File: src/rtl/fetch_unit.sv
// fetch_unit: instruction fetch stage for the 10-bit processor.
// Owns the program counter, folds unconditional jumps locally, accepts
// taken-branch redirects from execute, freezes on a halt instruction and
// counts every instruction it hands to decode.
module fetch_unit #(
  parameter int unsigned ADDR_W   = 10,
  parameter int unsigned INSTR_W  = 10,
  parameter int unsigned RESET_PC = 0,
  parameter int unsigned CNT_W    = 16
) (
  input  logic               clk,
  input  logic               reset,
  output logic [ADDR_W-1:0]  rom_address,
  input  logic [INSTR_W-1:0] rom_data,
  input  logic               stall,
  input  logic               redirect_valid,
  input  logic [ADDR_W-1:0]  redirect_target,
  output logic [INSTR_W-1:0] instr,
  output logic [ADDR_W-1:0]  instr_pc,
  output logic               instr_valid,
  output logic               halted,
  output logic [CNT_W-1:0]   fetch_count
);

  typedef enum logic {
    ST_RUN    = 1'b0,
    ST_HALTED = 1'b1
  } state_t;

  localparam logic [INSTR_W-1:0] HALT_WORD = INSTR_W'(10'b0010000010);

  state_t             state_q, state_d;
  logic [ADDR_W-1:0]  pc_q, pc_d;
  logic [INSTR_W-1:0] instr_q, instr_d;
  logic [ADDR_W-1:0]  instr_pc_q, instr_pc_d;
  logic               instr_valid_q, instr_valid_d;
  logic               halted_q, halted_d;
  logic [CNT_W-1:0]   fetch_count_q, fetch_count_d;

  logic               is_jump;
  logic               is_halt;
  logic [ADDR_W-1:0]  jump_target;

  // Decode the word coming back from the ROM for jump and halt detection.
  always_comb begin
    is_jump     = (rom_data[9:6] == 4'b1000);
    is_halt     = (rom_data == HALT_WORD);
    jump_target = ADDR_W'(rom_data[5:0]);
  end

  // Next-state logic: redirect beats stall, stall beats jump, jump beats halt.
  always_comb begin
    state_d       = state_q;
    pc_d          = pc_q;
    instr_d       = instr_q;
    instr_pc_d    = instr_pc_q;
    instr_valid_d = instr_valid_q;
    halted_d      = halted_q;
    fetch_count_d = fetch_count_q;
    unique case (state_q)
      ST_RUN: begin
        if (redirect_valid) begin
          pc_d          = redirect_target;
          instr_valid_d = 1'b0;
        end else if (stall) begin
          pc_d = pc_q;
        end else if (is_jump) begin
          pc_d          = jump_target;
          instr_valid_d = 1'b0;
        end else if (is_halt) begin
          instr_d       = rom_data;
          instr_pc_d    = pc_q;
          instr_valid_d = 1'b1;
          fetch_count_d = fetch_count_q + CNT_W'(1);
          halted_d      = 1'b1;
          state_d       = ST_HALTED;
        end else begin
          instr_d       = rom_data;
          instr_pc_d    = pc_q;
          instr_valid_d = 1'b1;
          fetch_count_d = fetch_count_q + CNT_W'(1);
          pc_d          = pc_q + ADDR_W'(1);
        end
      end
      ST_HALTED: begin
        instr_valid_d = 1'b0;
      end
      default: begin
        state_d = ST_RUN;
      end
    endcase
  end

  // State registers with asynchronous reset.
  always_ff @(posedge clk or posedge reset) begin
    if (reset) begin
      state_q       <= ST_RUN;
      pc_q          <= ADDR_W'(RESET_PC);
      instr_q       <= '0;
      instr_pc_q    <= '0;
      instr_valid_q <= 1'b0;
      halted_q      <= 1'b0;
      fetch_count_q <= '0;
    end else begin
      state_q       <= state_d;
      pc_q          <= pc_d;
      instr_q       <= instr_d;
      instr_pc_q    <= instr_pc_d;
      instr_valid_q <= instr_valid_d;
      halted_q      <= halted_d;
      fetch_count_q <= fetch_count_d;
    end
  end

  assign rom_address = pc_q;
  assign instr       = instr_q;
  assign instr_pc    = instr_pc_q;
  assign instr_valid = instr_valid_q;
  assign halted      = halted_q;
  assign fetch_count = fetch_count_q;

endmodule

File: config.mk
export PLATFORM = sky130hd
export DESIGN_NAME = fetch_unit
export DESIGN_NICKNAME = d
export VERILOG_FILES = /design/src/rtl/fetch_unit.sv
export SDC_FILE = /design/constraint.sdc
export NUM_CORES = 1
export LEC_CHECK = 0
export BUFFER_PORTS_ARGS = -buffer_cell sky130_fd_sc_hd__buf_2
export CAP_MARGIN = 0
export CORE_AREA = 2 2 72 74
export CTS_CLUSTER_DIAMETER = 200
export DETAILED_ROUTE_END_ITERATION = 10
export DIE_AREA = 0 0 74 76
export PLACE_DENSITY = 0.76
export SYNTH_ARGS = -nofsm -noshare
export SYNTH_HDL_FRONTEND = slang
export SYNTH_SLANG_ARGS = --single-unit
File: constraint.sdc
create_clock -name clk -period 3.5 [get_ports clk]
set_input_delay 0.525 -clock clk [delete_from_list [all_inputs] [get_ports clk]]
set_output_delay 0.525 -clock clk [all_outputs]
set_load 0.005 [all_outputs]
---- Word-level counts from Yosys, hierarchy flattened ----
Index checks and enable logic that the tools add are counted.
Widths: inputs -> output; s select.
storage, ports and cells
  flip-flop bits (word level) ............. 49
  input bits .............................. 24
  output and inout port bits .............. 48
  word-level logic and storage cells ...... 34
operators by class
  $add $sub $neg .......................... 2
  equal/unequal tests ..................... 5
  multiplexer cells ....................... 13
  bitwise operators ....................... 4
  reduce and logical (&&, ||, !) cells .... 3
operators by type and width
  kind                   count
  $mux 10                4
  $add 16x1->16 const B  1
  $add 10x1->10 const B  1
  $eq 10x8->1 const B    1
  $mux 1                 8
  $ne 3x3->1 const B     2
  $reduce_and 5->1       1
  $eq 4x4->1 const B     1
  $not 1->1              4
  $reduce_and 4->1       1
  $reduce_and 3->1       1
  $ne 2x1->1 const B     1
  $pmux 1 s2             1

---- Longest topological paths before layout ----
Gate-level depths: netlist of the first run.
  word-level depth ........................ 6
  depth in mapped cells ................... 6
  gate-level depth less buffers ........... 5

---- Worst setup path before layout of the first run ----
No wires, ideal clock.
  kind .................................... input-to-reg
  start point ............................. input stall
  end point ............................... register fetch_count_q[14] (netlist: fetch_count[14])
  library setup time ...................... 123 ps
  arrival time ............................ 1720 ps
  data required time ...................... 3377 ps
  slack ................................... 1656 ps
  cell stages on the path ................. 5
  path buffers ............................ 1
  path through ............................ buf_2 or3_4 nor4b_4 nand4_1 xnor2_1
on the way
  word-level cells in the longest chain between the ends .. 2
RTL lines
  what                        RTL line  text
  start: declaration          15        input logic stall,
  $not 1->1 (no line)         n/a
  $reduce_and 4->1 (no line)  n/a
  end signal: assignment      111       fetch_count_q <= fetch_count_d;
  end: declaration            38        logic [CNT_W-1:0] fetch_count_q, fetch_count_d;
Every way passes these cells.
A chain may end at the register's enable or synchronous reset.

---- Final worst setup path of the first run ----
  start point ............................. input redirect_valid
  end point ............................... register fetch_count_q[2] (netlist: fetch_count[2])
on the way
  word-level cells in the longest chain between the ends .. 2
RTL lines
  what                        RTL line  text
  start: declaration          16        input logic redirect_valid,
  $not 1->1 (no line)         n/a
  $reduce_and 4->1 (no line)  n/a
Every way passes these cells.

==> results of run 1 <==
## layer usage
| layer | wire, um | global-route usage |
|---|---|---|
| met1 | 2500 | 0.301 |
| met2 | 2340 | 0.291 |
| met3 | 384 | 0.0370 |
| met4 | 36 | 0.0636 |
| met5 | 0 | 0 |
## per-stage QoR
step / instances / instance area [um^2] / setup slack, ns
floorplan: 235 / 2360 / 1.66
global placement: 367 / 2750 / 1.15
detailed placement: 367 / 2750 / 1.11
CTS: 375 / 2830 / 1.43
global route: 375 / 2830 / 1.26
finish: 375 / 2830 / 1.44
## layout make-up
class	count	area, um^2
clock buffer	8	80.1
fill	427	2080
inverter	8	30.0
multi-input combinational	169	1050
sequential	49	1230
tap	70	87.6
timing repair buffer	71	355
## cell usage after synthesis
master,instances,area [um^2]
o311a_1,1,10.0
nor4_4,1,21.3
o211a_1,1,10.0
ha_1,2,25.0
o31a_1,1,8.76
o22a_1,1,8.76
a2bb2oi_1,2,17.5
a22o_1,2,17.5
inv_1,8,30.0
xor2_1,3,26.3
nor4_1,2,12.5
o22ai_1,1,6.26
and4_1,2,17.5
nor2_1,6,22.5
o41ai_1,1,8.76
nor4b_4,2,47.6
nand3_1,10,50.1
clkbuf_1,3,11.3
buf_2,5,25.0
a31oi_1,2,12.5
o31ai_1,1,7.51
dfrtp_1,49,1230
or4b_1,1,10.0
and3_1,3,18.8
xnor2_1,15,131
mux2i_1,2,20.0
buf_6,1,11.3
mux2_2,3,33.8
nand2_1,56,210
a21oi_1,6,30.0
a22oi_1,4,30.0
nand4_1,4,25.0
nor4b_1,2,17.5
o21ai_0,6,30.0
o2bb2ai_1,2,17.5
nor3_1,9,45.0
o311ai_0,2,17.5
or3_4,1,11.3
o21ai_1,5,25.0
o32ai_1,1,8.76
and2_1,2,12.5
nand2_2,2,12.5
a21o_1,2,15.0
## worst max-delay path: stages
cell and delay [ns]:
buf_2 0.24, or3_4 0.48, nor2_1 0.70, nand2_1 0.15
xnor2_1 0.15
## sequential cells by signal, summed over array words and instances (netlist names)
name	cells
fetch_count	16
halted	1
instr	10
instr_pc	10
instr_valid	1
rom_address	10
state_q	1
## how the worst max path moves through the flow
stage	startpoint	end	slack, ns	cells after the start
6_report	redirect_valid	fetch_count[2]	1.44	5
5_1_grt	redirect_valid	fetch_count[2]	1.26	5
4_1_cts	redirect_valid	fetch_count[2]	1.43	5
3_5_place_dp	redirect_valid	fetch_count[2]	1.11	5
3_3_place_gp	redirect_valid	fetch_count[2]	1.15	5
2_1_floorplan	stall	fetch_count[14]	1.66	5
## where the power goes
| part | switching (mW) | total, mW | internal (mW) | leakage (nW) |
|---|---|---|---|---|
| Combinational | 0.170 | 0.328 | 0.158 | 0.779 |
| Clock | 0.177 | 0.319 | 0.142 | 0.0395 |
| Sequential | 0.0878 | 0.742 | 0.654 | 0.624 |
## logic make-up (layout without fill, tap and decap cells)
| family | Yosys count | in the layout | share of synthesized area |
|---|---|---|---|
| XOR/XNOR | 18 | 18 | 0.0669 |
| multiplexers | 5 | 5 | 0.0228 |
| AND/OR/NAND/NOR | 103 | 103 | 0.227 |
| flip-flops | 49 | 49 | 0.520 |
| AO/OA/AOI/OAI | 41 | 41 | 0.119 |
| buffers and inverters | 17 | 87 | 0.0329 |
| adder cells (fa/ha/maj) | 2 | 2 | 0.0106 |
==> out/qor.yml, run 1 <==
synth.avg_cell_area_um2: 10.0
area_of_the_core_um2: 4910
max_slew.worst_pin.slew_ns: 1.00
final-setup-viol-count: 0
cp_data_required_time_ns: 3.68
drt_pre_antenna_iters: 4
fin_total_pwr_mw: 1.39
yosys_warnings: 0
drt_iter0_markers: 113
cts_inserted_buffers: 5
detailroute.via_count: 1987
r2r_end: "fetch_count[2]"
dp_hpwl_um: 3790
setup_tns_ns: 0
clk_tree_root_cell: "clkbuf_8"
place.gp.congestion: 0.849
critical_path_class: "input pin to register"
synth_sequential_area_ratio: 0.520
worst_hold_path.endpoint: "instr[2]"
die_area_um2: 5620
area_growth_from_synthesis_to_final_layout_pct: 20.2
synth_cells: 235
routed_wire_length_per_instance_um: 14.0
drc: 0
timing_max_transition_violations_final: 0
die-width_um: 74
crit_path_start_kind: "input pin"
critical_path_peak_fanout: 26
worst_hold_path_type: "input pin to register"
antenna-diode-count: 0
nNetsFinal: 330
clock_tree.buffer_depth: 2
grt_first_pass_wirelength_um: 8890
cts_tree: "done"
synth_cell_type_count: 43
hold_path.startpoint: "rom_data[2]"
synth_nets: 261
clock_sinks: 49
timing.slew.headroom: 0.330
timing.fmax_mhz: 485
number_of_cells_traversed_by_the_worst_register_to_register_path: 4
holdPathStages: 3
mappedNetlistArea_um2: 2360
whs_ns: 0.452
ctsResizeCount: 0
hold_viol: 0
maxCapViolations: 0
vias_in_the_first_global_route: 1847
die-height_um: 76
fin_skew_ns: 0.00810
fin_util: 0.576
h-tree-depth: 2
ant_nets: 0
grt_overflow: 0
outcome: "completed"
placement_rows: 26
drt-vias-per-instance: 5.30
grt_start_max_net_pins: 50
globalRouteTotalUtil: 0.200
vdd.ir_drop.worst_v: 0.000288
crit_arrival_ns: 2.25
drive_gt1_frac: 0.282
wire_length_reported_by_the_detailed_router_um: 5260
cts-hold-fix-buffers: 0
timing.final.crit_period_ns: 2.06
rsz0062_at_grt: "no"
start_util: 0.480
r2r_setup_slack_ns: 1.55
cts.clk_slew.worst_paths_ns: 0.08
timing.critical_path.to_type: "register"
crit-reg2reg-launch: "state_q"
top_library_cells_by_usage_in_the_layout_fill_and_taps_aside: "71 x buf_2, 56 x nand2_1, 49 x dfrtp_1"
cts.repair_timing.setup_buffer_count: 0
buffer_ports.inserted: 71
boundaryPins: 72
worstSkewPairLatency_ns: 0.30
antenna_violations_before_repair: 0
fin_crit_sh: 0.589
p_leak_nw: 1.44
most_common_library_cell_in_the_layout_ignoring_fill_and_taps: "buf_2"
power_density_nw_per_um2: 490
postSynthRegisterBits: 49
No activity file was read; power rests on OpenSTA's default activity.
==> inputs of run 2 (changes only) <==
- clock period: 3.5 -> 2.1 ns (I/O delays scaled with it)
==> run 2 against run 1 <==
Effect of this change: setup slack worse by 1.0 ns; via count up 1.1%; routed wire length up 2.4%; global-route usage up 0.43 points; count of clock-buffer cells in the layout down 1; sequential share of layout area down 1.7 points; final area up 4.1%; clock skew down 0.0012 ns; first-iteration DRC count down 20%; utilization up 2.4 points.
==> out/qor.yml, run 2 (synthesized netlist as in run 1, its figures left out) <==
outcome: "completed"
cts_tree: "done"
timing.final.crit_period_ns: 1.69
timing_max_transition_violations_final: 0  # unchanged
area_of_the_core_um2: 4910  # unchanged
timing.fmax_mhz: 591
die-height_um: 76  # unchanged
detailroute.wirelength.met3_um: 355  # -7.6%
cts.repair_timing.setup_buffer_count: 0  # unchanged
timing.critical_path.slowest_cell_delay_ns: 0.45  # -0.25 ns
place.gp.congestion: 0.883  # +4.0%
hold_viol: 0  # unchanged
die-width_um: 74  # unchanged
final-setup-viol-count: 0  # unchanged
largest_reg_flops: 16  # unchanged
critical_path.slowest_cell: "dfrtp_1"
max_slew.worst_pin.slew_ns: 0.608  # -0.395 ns
buffer_ports.inserted: 71  # unchanged
antenna_violations_before_repair: 0  # unchanged
drive_gt1_frac: 0.309  # +0.0269
critical_path_buf_inv_count: 0  # -1
grt_start_max_net_pins: 50  # unchanged
most_common_library_cell_in_the_layout_ignoring_fill_and_taps: "buf_2"
drt_pre_antenna_iters: 4  # unchanged
timing.slew.headroom: 0.594  # +0.265
cts_inserted_buffers: 5  # unchanged
top_library_cells_by_usage_in_the_layout_fill_and_taps_aside: "71 x buf_2, 56 x nand2_1, 49 x dfrtp_1"
nNetsFinal: 339  # +2.7%
layout_setup_ws_ns: 0.407  # -1.03 ns
timing.critical_path.to_type: "register"
numPlacedInstances: 376  # +2.5%
fin_skew_ns: 0.00692  # -0.00117 ns
wl_met2_um: 2440  # +4.2%
die_area_um2: 5620  # unchanged
dp_slack_ns: 0.216  # -0.895 ns
antenna-diode-count: 0  # unchanged
drc: 0  # unchanged
fin_util: 0.600  # +0.0237
boundaryPins: 72  # unchanged
h-tree-depth: 2  # unchanged
critical_path_class: "register to register"
wire_length_reported_by_the_detailed_router_um: 5390  # +2.4%
cp_data_required_time_ns: 2.29  # -1.39 ns
critical-path-top-delay-family: "simple AND/OR/NAND/NOR gates"
critical_path_peak_fanout: 6  # -77%
dp_hpwl_um: 4040  # +6.4%
p_leak_nw: 1.51  # +4.7%
maxCapViolations: 0  # unchanged
grt_first_pass_wirelength_um: 9030  # +1.6%
area_growth_from_synthesis_to_final_layout_pct: 25.1
placement_rows: 26  # unchanged
power_density_nw_per_um2: 848  # +73%
detail_route.wirelength.met1_um: 2470  # -1.4%
fin_total_pwr_mw: 2.50  # +80%
placement_stage_cell_area_um2: 2830  # +2.9%
cts-hold-fix-buffers: 0  # unchanged
rsz0062_at_grt: "no"
fin_crit_sh: 0.806
detailroute.via_count: 2009  # +1.1%
worstSkewPairLatency_ns: 0.30  # about the same
routed_wire_length_per_instance_um: 14.0  # about the same
drt_iter0_markers: 90  # -20%
top_layer_used: "met4"
vias_in_the_first_global_route: 1991  # +7.8%
clock_sinks: 49  # unchanged
ant_nets: 0  # unchanged
globalRouteTotalUtil: 0.204  # +0.00430
area_of_all_placed_cells_without_fillers_um2: 2950  # +4.1%
cts.clk_slew.worst_paths_ns: 0.09  # about the same
whs_ns: 0.161  # -0.291 ns
vdd.ir_drop.worst_v: 0.000463  # +61%
clk_tree_root_cell: "clkbuf_8"
crit_arrival_ns: 1.88  # -0.37 ns
clock_tree.buffer_depth: 2  # unchanged
crit_path_start_kind: "register"
grt_overflow: 0  # unchanged
crit_chain: "or3_4 > nor4b_4 > nand4_1 > xnor2_1"
worst_hold_path_type: "input pin to async pin"
setup_tns_ns: 0  # unchanged
start_util: 0.480  # unchanged
drt-vias-per-instance: 5.23  # -1.3%
layoutNonFillerInstCount: 384  # +2.4%
ctsResizeCount: 0  # unchanged
[run 2: layout make-up]
type | count | area [um^2]
fill | 447 | 1960
sequential | 49 | 1230
multi-input combinational | 169 | 1050
timing repair buffer | 80 | 435
tap | 70 | 87.6
clock buffer | 7 | 86.3
clock inverter | 1 | 30.0
inverter | 8 | 30.0
[run 2: worst paths after layout]
kind                            startpoint         endpoint  slack [ns]  cells past startpoint
min                                  reset   fetch_count[6]        0.16                      3
min reg2reg                fetch_count[15]  fetch_count[15]        0.47                      1
max                                state_q  fetch_count[14]        0.41                      4
min in group clk               rom_data[2]         instr[2]        0.23                      3
max reg2reg                        state_q  fetch_count[14]        0.41                      4
max in group asynchronous            reset   fetch_count[3]        1.53                      3
[run 2: worst reg2reg max path: stages (launching register included)]
cell and delay (ns):
dfrtp_1 0.45, or3_4 0.40, nor4b_4 0.43, nand4_1 0.16
xnor2_1 0.14
[run 2: where the power goes]
group	switching (mW)	internal [mW]
Sequential	0.145	1.09
Combinational	0.290	0.276
Clock	0.311	0.389
[run 2: per-layer routing]
layer,vias up,GRT usage
met1,936,0.278
met4,0,0.0800
met3,11,0.0516
li1,978,-
met5,-,0
met2,84,0.311
==> inputs of run 3 (changes only) <==
- ABC_AREA: unset -> 1
- CORE_AREA: 2 2 72 74 -> 2 2 79 81
- DIE_AREA: 0 0 74 76 -> 0 0 81 83
- PLACE_DENSITY: 0.76 -> 0.75
- clock period: 2.1 -> 1.45 ns (I/O delays scaled with it)
==> run 3 against run 2 <==
Effect of this change: count of clock-buffer cells in the layout decreased by 1; die area grew 20%; register-to-register slack worse by 0.28 ns; combinational power shrank 56%; highest routed layer unchanged.
==> out/qor.yml, run 3 <==
drive_gt1_frac: 0.285  # -0.0235
area_growth_from_synthesis_to_final_layout_pct: 23.3
fin_skew_ns: 0.00774  # +0.000820 ns
synth_edf_count: 0  # unchanged
timing_max_transition_violations_final: 0  # unchanged
synth.mux.area_fraction: 0  # -0.0228
wire_length_reported_by_the_detailed_router_um: 6610  # +23%
synth_cells: 353  # +50%
layout_setup_ws_ns: 0.128  # -0.279 ns
grt_start_max_net_pins: 50  # unchanged
postSynthRegisterBits: 49  # unchanged
crit_path_start_kind: "register"
die-height_um: 83  # +9.2%
synth-adder-area-share: 0.00920  # -0.00142
synth_compound_area_frac: 0.0754  # -0.0441
timing.slew.headroom: 0.821  # +0.227
worst_hold_path_type: "input pin to register"
ant_nets: 0  # unchanged
clock_tree.buffer_depth: 2  # unchanged
cts_tree: "done"
worstSkewPairLatency_ns: 0.30  # about the same
clk_tree_root_cell: "clkbuf_8"
detailroute.wirelength.met3_um: 364  # +2.5%
synth_sequential_area_ratio: 0.451  # -0.0697
wl_met2_um: 3300  # +36%
dp_slack_ns: 0.0186  # -0.197 ns
yosys.area.top_type_share: 0.451  # -0.0697
placement_rows: 28  # +7.7%
ys_top_cells_by_count: "122 x nand2_1, 49 x dfrtp_1, 38 x inv_1, 31 x nand3_1, 27 x nor2_1"
timing.final.crit_period_ns: 1.32  # -0.371 ns
dp_hpwl_um: 4990  # +24%
cp_data_required_time_ns: 1.69  # -0.60 ns
synth_top_family_by_area: "simple AND/OR/NAND/NOR gates"
drc: 0  # unchanged
rsz0062_at_grt: "yes"
vdd.ir_drop.worst_v: 0.000374  # -19%
buffer_ports.inserted: 71  # unchanged
fin_crit_sh: 0.912  # +0.106
grt_first_pass_wirelength_um: 11000  # +22%
most_common_library_cell_in_the_layout_ignoring_fill_and_taps: "nand2_1"
postSynth.topFlopCell: "dfrtp_1"
critical_path_class: "register to register"
cts_inserted_buffers: 5  # unchanged
boundaryPins: 72  # unchanged
die_area_um2: 6720  # +20%
synth_cell_type_count: 28  # -35%
power_density_nw_per_um2: 732  # -14%
timing.fmax_mhz: 756  # +28%
drt-vias-per-instance: 4.99  # -4.6%
cts.clk_slew.worst_paths_ns: 0.09  # about the same
antenna-diode-count: 0  # unchanged
outcome: "completed"
p_leak_nw: 1.85  # +23%
nNetsFinal: 463  # +37%
whs_ns: 0.181  # +0.0202 ns
place.gp.congestion: 0.896  # +1.4%
h-tree-depth: 2  # unchanged
post_synth_xor_area_fraction: 0.0290  # -0.0379
yosys-top-cells-area: "dfrtp_1 45%, nand2_1 17%, nand3_1 5.7%, inv_1 5.2%, o21ai_1 4.0%"
start_util: 0.468  # -0.0119
timing.critical_path.to_type: "register"
final-setup-viol-count: 0  # unchanged
critical_path_peak_fanout: 5  # -1
synth.avg_cell_area_um2: 7.71  # -23%
hold_viol: 0  # unchanged
detailroute.via_count: 2560  # +27%
mappedNetlistArea_um2: 2720  # +15%
cell_taking_the_most_area_after_synthesis: "dfrtp_1"
antenna_violations_before_repair: 0  # unchanged
area_of_the_core_um2: 5820  # +18%
drt_iter0_markers: 122  # +36%
largest_reg_flops: 16  # unchanged
fin_total_pwr_mw: 2.45  # -1.8%
top_layer_used: "met4"
die-width_um: 81  # +9.5%
top_library_cells_by_usage_in_the_layout_fill_and_taps_aside: "122 x nand2_1, 71 x buf_2, 48 x dfrtp_1"
max_slew.worst_pin.slew_ns: 0.266  # -0.342 ns
clock_sinks: 49  # unchanged
routed_wire_length_per_instance_um: 12.9  # -8.1%
maxCapViolations: 0  # unchanged
globalRouteTotalUtil: 0.205  # +0.000596
grt_overflow: 0  # unchanged
crit_arrival_ns: 1.57  # -0.31 ns
fillers: 581  # +30%
vias_in_the_first_global_route: 2463  # +24%
yosysMostFrequentCell: "nand2_1"
drt_pre_antenna_iters: 4  # unchanged
asyncSetResetFlopFracSynth: 1.00  # unchanged
detail_route.wirelength.met1_um: 2840  # +15%
yosys_warnings: 0  # unchanged
synth_nets: 379  # +45%
synthSimpleGateAreaFrac: 0.348  # +0.121
-- run 3: power breakdown --
group,internal [mW],total (mW),switching (mW)
logic,0.101,0.246,0.145
registers,1.40,1.43,0.0291
clock network,0.335,0.777,0.442
total,1.84,2.45,0.616
-- run 3: kinds of logic after synthesis --
| group | Yosys count |
|---|---|
| fa+ha+maj | 2 |
| simple gates | 208 |
| xor+xnor | 9 |
| buf+inv | 50 |
| flops | 49 |
| compound gates | 35 |
-- run 3: metal layers --
| layer | global-route usage | vias to the layer above |
|---|---|---|
| met5 | 0 | - |
| met4 | 0.0539 | 0 |
| met3 | 0.0457 | 12 |
| met2 | 0.350 | 79 |
| met1 | 0.258 | 1192 |
| li1 | - | 1277 |
-- run 3: stage by stage --
| step | cell area [um^2] | setup TNS (ns) | util | instances |
|---|---|---|---|---|
| after CTS | 3290 | 0 | 0.565 | 510 |
| after global placement | 3190 | 0 | 0.549 | 501 |
| after global routing | 3350 | -0.0123 | 0.577 | 513 |
| after floorplan | 2720 | 0 | - | 353 |
| final | 3350 | 0 | 0.577 | 513 |
| after detailed placement | 3190 | 0 | 0.549 | 501 |
-- run 3: worst max-delay path, cell delays in order (launching register included) --
cell and delay (ns):
dfrtp_1 0.46, ha_4 0.17, nand2_1 0.06, nor2_1 0.12, nand2_1 0.08, nand2_1 0.06
nand2_1 0.04, o21ai_1 0.15, nand2_2 0.06, nand2_1 0.05
-- run 3: cell type report --
cell class                 count  area, um^2  share of cell area
multi-input combinational    254        1300               0.388
tap                           75        93.8              0.0280
clock inverter                 2        10.0             0.00298
inverter                      42         163              0.0485
timing repair buffer          85         488               0.145
clock buffer                   6        72.6              0.0216
sequential                    49        1230               0.366
-- run 3: path summary, 6_finish.rpt --
check,start,to,slack [ns],cells past startpoint
max,rom_address[0],rom_address[6],0.13,9
min,rom_data[7],instr[7],0.18,3
max reg2reg,rom_address[0],rom_address[6],0.13,9
min reg2reg,instr[8],instr[8],0.48,2
max in group asynchronous,reset,fetch_count[2],0.73,4
min in group asynchronous,reset,fetch_count[6],0.49,4
-- run 3: what timing repair did --
action | CTS | global route
gates resized for setup | 0 | 11
setup buffers | 0 | 3
hold endpoints to repair | 49 | 0
hold buffers | 1 | 0
endpoints found under the setup margin | 0 | 15
